--- src/rtl/fetch_stage_if.sv ---
// Interface bundling the fetch stage's memory request/response, redirect and
// decode-facing buses. The master modport is the fetch stage's view; the
// slave modport is the view of the surrounding memory/execute/decode logic.
interface fetch_stage_if;
  logic        req_valid;
  logic        req_ready;
  logic [31:0] req_addr;
  logic        resp_valid;
  logic [31:0] resp_data;
  logic        redirect_valid;
  logic [31:0] redirect_pc;
  logic        out_valid;
  logic        out_ready;
  logic [31:0] out_pc;
  logic [31:0] out_instr;
  logic [6:0]  out_opcode;
  logic [2:0]  out_f3;
  logic        out_f7;
  logic [24:0] out_imm_sample;

  modport master (
    output req_valid, req_addr,
    input  req_ready,
    input  resp_valid, resp_data,
    input  redirect_valid, redirect_pc,
    output out_valid, out_pc, out_instr, out_opcode, out_f3, out_f7, out_imm_sample,
    input  out_ready
  );

  modport slave (
    input  req_valid, req_addr,
    output req_ready,
    output resp_valid, resp_data,
    output redirect_valid, redirect_pc,
    input  out_valid, out_pc, out_instr, out_opcode, out_f3, out_f7, out_imm_sample,
    output out_ready
  );
endinterface

--- src/rtl/fetch_stage.sv ---
// Instruction fetch stage. Owns the PC, issues in-order word fetches under a
// credit limit of DEPTH (in-flight requests plus buffered words), buffers the
// returned words in a DEPTH-entry FIFO and hands them to decode together with
// their PC and decoder field slices. A redirect flushes the FIFO, reloads the
// PCs and arranges for every response still in flight to be discarded.
module fetch_stage #(
  parameter logic [31:0] RESET_PC = 32'h0000_0000,
  parameter int          DEPTH    = 2
) (
  input  logic          clk,
  input  logic          rst,
  fetch_stage_if.master bus
);

  localparam int CW = $clog2(DEPTH + 1);
  localparam int PW = (DEPTH > 1) ? $clog2(DEPTH) : 1;
  localparam logic [CW-1:0] DEPTH_C = CW'(DEPTH);

  logic [31:0]   fetch_pc;
  logic [31:0]   resp_pc;
  logic [CW-1:0] outstanding;
  logic [CW-1:0] drop_cnt;
  logic [CW-1:0] fifo_count;
  logic [PW-1:0] rd_ptr;
  logic [PW-1:0] wr_ptr;
  logic [31:0]   pc_mem    [DEPTH];
  logic [31:0]   instr_mem [DEPTH];

  logic [CW:0]   credit_used;
  logic [31:0]   redirect_target;
  logic          issue;
  logic          resp_dec;
  logic          drop_now;
  logic          push;
  logic          pop;

  // Wrap a FIFO pointer at DEPTH so non-power-of-two depths work.
  function automatic logic [PW-1:0] ptr_inc(input logic [PW-1:0] p);
    if (p == PW'(DEPTH - 1)) return '0;
    return p + PW'(1);
  endfunction

  // Buffered words count against the credit as well as in-flight requests,
  // which is what keeps the FIFO from ever overflowing.
  assign credit_used     = {1'b0, outstanding} + {1'b0, fifo_count};
  assign redirect_target = bus.redirect_pc & 32'hFFFF_FFFC;

  assign bus.req_valid = !rst && !bus.redirect_valid && (credit_used < {1'b0, DEPTH_C});
  assign bus.req_addr  = fetch_pc;

  assign issue    = bus.req_valid && bus.req_ready;
  assign resp_dec = bus.resp_valid && (outstanding != '0);
  assign drop_now = bus.resp_valid && (drop_cnt != '0);
  assign push     = bus.resp_valid && (drop_cnt == '0) && !bus.redirect_valid;
  assign pop      = bus.out_valid && bus.out_ready;

  // PC bookkeeping and request/drop counters; a redirect reloads both PCs and
  // marks everything still in flight (minus a response landing now) as stale.
  always_ff @(posedge clk or posedge rst) begin
    if (rst) begin
      fetch_pc    <= RESET_PC;
      resp_pc     <= RESET_PC;
      outstanding <= '0;
      drop_cnt    <= '0;
    end else begin
      outstanding <= outstanding + CW'(issue) - CW'(resp_dec);
      if (bus.redirect_valid) begin
        fetch_pc <= redirect_target;
        resp_pc  <= redirect_target;
        drop_cnt <= outstanding - CW'(resp_dec);
      end else begin
        if (issue)    fetch_pc <= fetch_pc + 32'd4;
        if (push)     resp_pc  <= resp_pc + 32'd4;
        if (drop_now) drop_cnt <= drop_cnt - CW'(1);
      end
    end
  end

  // FIFO occupancy and pointers; a redirect empties it regardless of any pop.
  always_ff @(posedge clk or posedge rst) begin
    if (rst) begin
      fifo_count <= '0;
      rd_ptr     <= '0;
      wr_ptr     <= '0;
    end else if (bus.redirect_valid) begin
      fifo_count <= '0;
      rd_ptr     <= '0;
      wr_ptr     <= '0;
    end else begin
      fifo_count <= fifo_count + CW'(push) - CW'(pop);
      if (push) wr_ptr <= ptr_inc(wr_ptr);
      if (pop)  rd_ptr <= ptr_inc(rd_ptr);
    end
  end

  // FIFO storage; contents need no reset because occupancy gates visibility.
  always_ff @(posedge clk) begin
    if (push) begin
      pc_mem[wr_ptr]    <= resp_pc;
      instr_mem[wr_ptr] <= bus.resp_data;
    end
  end

  assign bus.out_valid      = (fifo_count != '0);
  assign bus.out_pc         = pc_mem[rd_ptr];
  assign bus.out_instr      = instr_mem[rd_ptr];
  assign bus.out_opcode     = instr_mem[rd_ptr][6:0];
  assign bus.out_f3         = instr_mem[rd_ptr][14:12];
  assign bus.out_f7         = instr_mem[rd_ptr][30];
  assign bus.out_imm_sample = instr_mem[rd_ptr][31:7];

  a_no_overflow: assert property (@(posedge clk) disable iff (rst)
    !(push && fifo_count == DEPTH_C));

  a_no_spurious_resp: assert property (@(posedge clk) disable iff (rst)
    !(bus.resp_valid && outstanding == '0));

endmodule

--- src/flat_wrapper.sv ---
// flat-port wrapper written by rule: the top's interface ports become plain ports
module fetch_stage_flat 
#(
  parameter logic [31:0] RESET_PC = 32'h0000_0000,
  parameter int          DEPTH    = 2
)
  (clk, rst, bus_req_valid, bus_req_addr, bus_req_ready, bus_resp_valid, bus_resp_data, bus_redirect_valid, bus_redirect_pc, bus_out_valid, bus_out_pc, bus_out_instr, bus_out_opcode, bus_out_f3, bus_out_f7, bus_out_imm_sample, bus_out_ready);
  fetch_stage_if bus_i ();
  input  logic clk;
  input  logic rst;
  output wire logic [$bits(bus_i.req_valid)-1:0] bus_req_valid;
  output wire logic [$bits(bus_i.req_addr)-1:0] bus_req_addr;
  input wire logic [$bits(bus_i.req_ready)-1:0] bus_req_ready;
  input wire logic [$bits(bus_i.resp_valid)-1:0] bus_resp_valid;
  input wire logic [$bits(bus_i.resp_data)-1:0] bus_resp_data;
  input wire logic [$bits(bus_i.redirect_valid)-1:0] bus_redirect_valid;
  input wire logic [$bits(bus_i.redirect_pc)-1:0] bus_redirect_pc;
  output wire logic [$bits(bus_i.out_valid)-1:0] bus_out_valid;
  output wire logic [$bits(bus_i.out_pc)-1:0] bus_out_pc;
  output wire logic [$bits(bus_i.out_instr)-1:0] bus_out_instr;
  output wire logic [$bits(bus_i.out_opcode)-1:0] bus_out_opcode;
  output wire logic [$bits(bus_i.out_f3)-1:0] bus_out_f3;
  output wire logic [$bits(bus_i.out_f7)-1:0] bus_out_f7;
  output wire logic [$bits(bus_i.out_imm_sample)-1:0] bus_out_imm_sample;
  input wire logic [$bits(bus_i.out_ready)-1:0] bus_out_ready;
  assign bus_req_valid = bus_i.req_valid;
  assign bus_req_addr = bus_i.req_addr;
  assign bus_i.req_ready = bus_req_ready;
  assign bus_i.resp_valid = bus_resp_valid;
  assign bus_i.resp_data = bus_resp_data;
  assign bus_i.redirect_valid = bus_redirect_valid;
  assign bus_i.redirect_pc = bus_redirect_pc;
  assign bus_out_valid = bus_i.out_valid;
  assign bus_out_pc = bus_i.out_pc;
  assign bus_out_instr = bus_i.out_instr;
  assign bus_out_opcode = bus_i.out_opcode;
  assign bus_out_f3 = bus_i.out_f3;
  assign bus_out_f7 = bus_i.out_f7;
  assign bus_out_imm_sample = bus_i.out_imm_sample;
  assign bus_i.out_ready = bus_out_ready;
  fetch_stage #(.RESET_PC(RESET_PC), .DEPTH(DEPTH)) u_core (.clk(clk), .rst(rst), .bus(bus_i));
endmodule
--- config.mk ---
export PLATFORM = sky130hd
export DESIGN_NAME = fetch_stage_flat
export DESIGN_NICKNAME = d
export VERILOG_FILES = /design/src/rtl/fetch_stage_if.sv /design/src/rtl/fetch_stage.sv /design/src/flat_wrapper.sv
export SDC_FILE = /design/constraint.sdc
export NUM_CORES = 1
export LEC_CHECK = 0
export ABC_AREA = 1
export CELL_PAD_IN_SITES_DETAIL_PLACEMENT = 1
export CELL_PAD_IN_SITES_GLOBAL_PLACEMENT = 2
export CORE_UTILIZATION = 33
export DETAILED_ROUTE_END_ITERATION = 8
export PLACE_DENSITY_LB_ADDON = 0.1
export SYNTH_ARGS = -nofsm -noshare
export SYNTH_HDL_FRONTEND = slang
export SYNTH_SLANG_ARGS = --single-unit
export TNS_END_PERCENT = 50
--- constraint.sdc ---
create_clock -name clk -period 6.8 [get_ports clk]
set_clock_uncertainty 0.2 [all_clocks]
set_input_delay 1.36 -clock clk [delete_from_list [all_inputs] [get_ports clk]]
set_output_delay 1.36 -clock clk [all_outputs]
set_load 0.05 [all_outputs]
# Word-level counts from Yosys, hierarchy flattened
# Memory sizes are Yosys's and may differ from the RTL's.
# Cells that the tools add are included.
[op_classes]
addsub = 11
n_lt_le_gt_ge = 1
mux = 23
n_reduce_logical = 18
[op_table]
columns = ["operator", "count"]
rows = [
  ["2-to-1 mux 32 bit", 4],
  ["adder 32 x 3 -> 32 bit (second input constant)", 2],
  ["2-to-1 mux 1 bit", 16],
  ["nonzero test 2 bit", 7],
  ["logical AND 1 bit", 8],
  ["2-to-1 mux 2 bit", 3],
  ["subtractor 2 x 1 -> 2 bit", 3],
  ["adder 2 x 1 -> 2 bit", 2],
  ["adder 2 x 2 -> 3 bit", 1],
  ["< comparator 3 x 2 -> 1 bit (second input constant)", 1],
  ["adder 1 bit (second input constant)", 2],
  ["logical NOT 1 bit", 2],
  ["logical NOT 2 bit", 1],
  ["subtractor 2 x 1 -> 2 bit (second input constant)", 1],
]
[totals]
register_bits = 72
ramBits = 128
word_cells = 62
memories = 2
[memory_table]
columns = ["memory", "depth", "width", "rd", "rd_ports_with_merged_regs", "write_ports", "line_no", "rtl"]
rows = [
  ["u_core.instr_mem", 2, 32, 1, 0, 1, "fetch_stage.sv:27", "logic [31:0] instr_mem [DEPTH];"],
  ["u_core.pc_mem", 2, 32, 1, 0, 1, "fetch_stage.sv:26", "logic [31:0] pc_mem [DEPTH];"],
]

# Longest topological paths before layout
[logic_depth]
word_depth = 8
mapped_depth = 12
mapped_depth_nobuf = 12

# Least setup slack after synthesis
# Ideal clock, no wire load.
[synth_timing]
path_type = "input port to flip-flop"
from = "in bus_redirect_valid"
to = "mem u_core.instr_mem[0][0], enable pin"
arrival_time_ns = 4.447
path_slack_ns = 1.670
cell_stages = 4
path_cell_list = "buf_2 > nor2_4 > inv_2 > nor2_1"
[synth_between]
elab_chain_len = 4
[synth_lines]
columns = ["item", "line_no", "rtl"]
rows = [
  ["from (decl)", "flat_wrapper.sv:16", "input wire logic [$bits(bus_i.redirect_valid)-1:0] bus_redirect_valid;"],
  ["logical NOT 1 bit", "fetch_stage.sv:54", "assign push = bus.resp_valid && (drop_cnt == '0) && !bus.redirect_valid;"],
  ["logical AND 1 bit", "fetch_stage.sv:54", ""],
  ["2-to-1 mux 1 bit", "fetch_stage.sv:98", "if (push) begin"],
  ["2-to-1 mux 1 bit (implied by the code)", "fetch_stage.sv:100", "instr_mem[wr_ptr] <= bus.resp_data;"],
  ["to (decl)", "fetch_stage.sv:27", ""],
]
# No other way between the ends.

# Worst setup path after layout
[layout_timing]
from = "reg u_core.rd_ptr"
to = "out bus_out_imm_sample[23]"
[layout_between]
elab_chain_len = 1
[layout_lines]
columns = ["item", "line_no", "rtl"]
rows = [
  ["from (decl)", "fetch_stage.sv:24", "logic [PW-1:0] rd_ptr;"],
  ["from (signal assigned)", "fetch_stage.sv:92", "if (pop) rd_ptr <= ptr_inc(rd_ptr);"],
  ["memory read (2 x 32 bit)", "-", ""],
  ["to (decl)", "flat_wrapper.sv:24", "output wire logic [$bits(bus_i.out_imm_sample)-1:0] bus_out_imm_sample;"],
]
# No other way between the ends.

==> reports/results.ini <==
[worst_setup_path]
critical_path_class=reg -> out
reg2reg_slack_ps=3710
cpLargestDelayFamily=buffers and inverters
arrival_ps=3160
start_kind=flip-flop
max_stage_delay_ps=820
endpoint_kind=output port
crit_slowest_cell=clkdlybuf4s50_1
path_cells=buf_4 > inv_2 > buf_4 > nand2_1 > nand2_1 > clkdlybuf4s50_1
path_buf_inv=4
required_ps=5240
crit_fanout=63

[die]
dieArea_um2=29700
die_w_um=172
start_util=0.335
die_height_um=172
row_count=62
pin_count=204
core_um2=28600

[clock_tree]
clkTransAtPathRegs_ps=80
cts_hold_buf=0
h-tree-depth=4
cts_num_sinks=192
cts_tree=done
cts_resized=0
clkLatencyLatePin_ps=430
clockRootBuffer=clkbuf_16
clock_path_buffers=2
cts_setup_buffers=0
cts_made_buffers=17

[logic_synthesis]
synthFlopType=edfxtp_1
yosys_warnings=0
ys_seq_area_frac=0.566
synth_top_area_frac=0.388
synth_compound_area_frac=0.0548
synth_area_um2=9590
synth_cell_types=39
yosys-top-cells-area=edfxtp_1 39%, dfrtp_1 18%, nand2_1 16%, buf_4 3.2%, inv_1 3.2%
yosys.area_share.adder=0.0112
synthXorXnorAreaFrac=0.0174
synth_simple_gate_area_share=0.270
ys_ff_latch=192
synthMuxAreaShare=0
synth_cells=1068
synth_area_per_cell_um2=8.98
synth_common_cells=406 x nand2_1, 124 x edfxtp_1, 81 x inv_1
synth_edf_count=124
async_reset_ff_frac=0.354
synth_top_area_cell=edfxtp_1
synth_top_family_by_area=simple AND/OR/NAND/NOR gates
synthMostInstantiatedCell=nand2_1

[final_layout]
num_antenna_cells=0
drive_gt1_frac=0.0816
final_nets=1303
area_growth_pct=27.9
fill_cells=3280
final_util=0.429

[grt]
met2_usage=0.302
grt_antenna_before_repair=0
grt_pass1_wl_um=41100
gr-usage-all-layers=0.183
overflow=0
globalRouteMet1Util=0.254
use_met3=0.0300
grt_max_degree=69
grt_pass1_vias=7415
busiest_layer=met2

[route]
route.vias.total=7506
viasPerCell=4.63
firstDrtPassIters=4
finalWirelength_um=26400
routedWlPerCell_um=16.3
drtIter0Drc=329
ant_nets=0
drc_errors=0

[place]
hpwl_um=18800
place_congestion=0.780
portBuffers=197
pre_cts_slack_ps=2310

[pwr]
powerDensity_nw_per_um2=382
irDropWorstVdd_mv=0.158
leakagePower_nw=5.13
power.total_w=0.00469

[sta]
finalSetupViolations=0
finalSetupTns_ps=0
hold_viol_final=0
holdWs_ps=308
relSlewSlack=0.260
worst_pin_slew_ps=1110
fin_crit_ps=4720
fin_ws_ps=2080
grt_setup_unrepaired=no
slew_viol_final=0
fmax_ghz=0.212
period_share=0.695

[status]
outcome=finished, final reports clean

[run]
maxCapViolations=0

[worst_hold_path]
hold_path_class=reg -> reg

power breakdown:
group | switching [W] | total [W] | internal, W
logic | 0.00146 | 0.00209 | 0.000630
clock network | 0.000500 | 0.000999 | 0.000498
registers | 0.000178 | 0.00160 | 0.00142
total | 0.00214 | 0.00469 | 0.00255
cells by family after synthesis:
logic type	after synthesis
DFF	192
buffers and inverters	160
adders and majority gates	8
other	1
and+or+nand+nor	596
AOI/OAI and AO/OA	92
xor gates and xnor gates	19
path summary, 6_finish.rpt:
| check | start | end | cells past startpoint |
|---|---|---|---|
| worst max-delay path | u_core.rd_ptr | bus_out_imm_sample[23] | 6 |
| worst min-delay path | u_core.resp_pc[7] | u_core.pc_mem[1][7] | 0 |
| worst max register to register | u_core.drop_cnt[0] | u_core.pc_mem[1][17] | 7 |
| worst min register to register | u_core.resp_pc[7] | u_core.pc_mem[1][7] | 0 |
| max in group asynchronous | rst | u_core.rd_ptr | 3 |
| min in group asynchronous | rst | u_core.fifo_count[0] | 3 |
area by class of cell:
cell class | count | area (µm²) | area share
clock buffers | 18 | 429 | 0.0350
flip-flops and latches | 192 | 5430 | 0.442
repair buffers | 203 | 2010 | 0.164
multi-input cells | 719 | 3420 | 0.279
well taps | 384 | 480 | 0.0392
clock inverters | 14 | 153 | 0.0124
inverters | 92 | 345 | 0.0282
metrics by stage:
step	area, µm²	cells
2_1_floorplan	9600	1071
4_1_cts	12300	1622
5_1_grt	12300	1622
6_report	12300	1622
3_5_place_dp	11700	1590
3_3_place_gp	11700	1590
flip-flops by register name (all words and copies together) (netlist names):
signal	flops
u_core.instr_mem	64
u_core.fifo_count	2
u_core.outstanding	2
u_core.resp_pc	30
u_core.bus.req_addr	30
u_core.rd_ptr	1
u_core.drop_cnt	2
u_core.pc_mem	60
u_core.wr_ptr	1
cell usage in the layout (no fill, tap or decap), drive strengths merged:
| cell | synthesis | final |
|---|---|---|
| a211oi | 1 | 1 |
| clkdlybuf4s50 | 0 | 196 |
| o21bai | 5 | 5 |
| nand3 | 64 | 64 |
| nor3 | 5 | 5 |
| and2 | 2 | 2 |
| buf | 54 | 7 |
| clkinv | 0 | 3 |
| dfrtp | 68 | 68 |
| o311ai | 2 | 2 |
| nand4 | 8 | 8 |
| edfxtp | 124 | 124 |
| clkbuf | 14 | 18 |
| o221ai | 3 | 3 |
| a21oi | 40 | 40 |
| a31oi | 5 | 5 |
| xnor2 | 3 | 3 |
| o21ai | 26 | 26 |
| nor2 | 93 | 93 |
| conb | 1 | 4 |
| o211ai | 9 | 9 |
| nand2 | 422 | 422 |
| ha | 7 | 7 |
| inv | 92 | 103 |
| or2 | 2 | 2 |
| xor2 | 16 | 16 |
| fa | 1 | 1 |
| o21a | 1 | 1 |
metal layers:
| layer | wire (µm) | part of all wire | vias up |
|---|---|---|---|
| li1 | - | - | 3725 |
| met5 | 0 | 0 | - |
| met4 | 171 | 0.0065 | 0 |
| met1 | 12600 | 0.48 | 3606 |
| met3 | 1190 | 0.045 | 9 |
| met2 | 12400 | 0.47 | 166 |
Note: power is estimated with default switching activity, not from simulation.
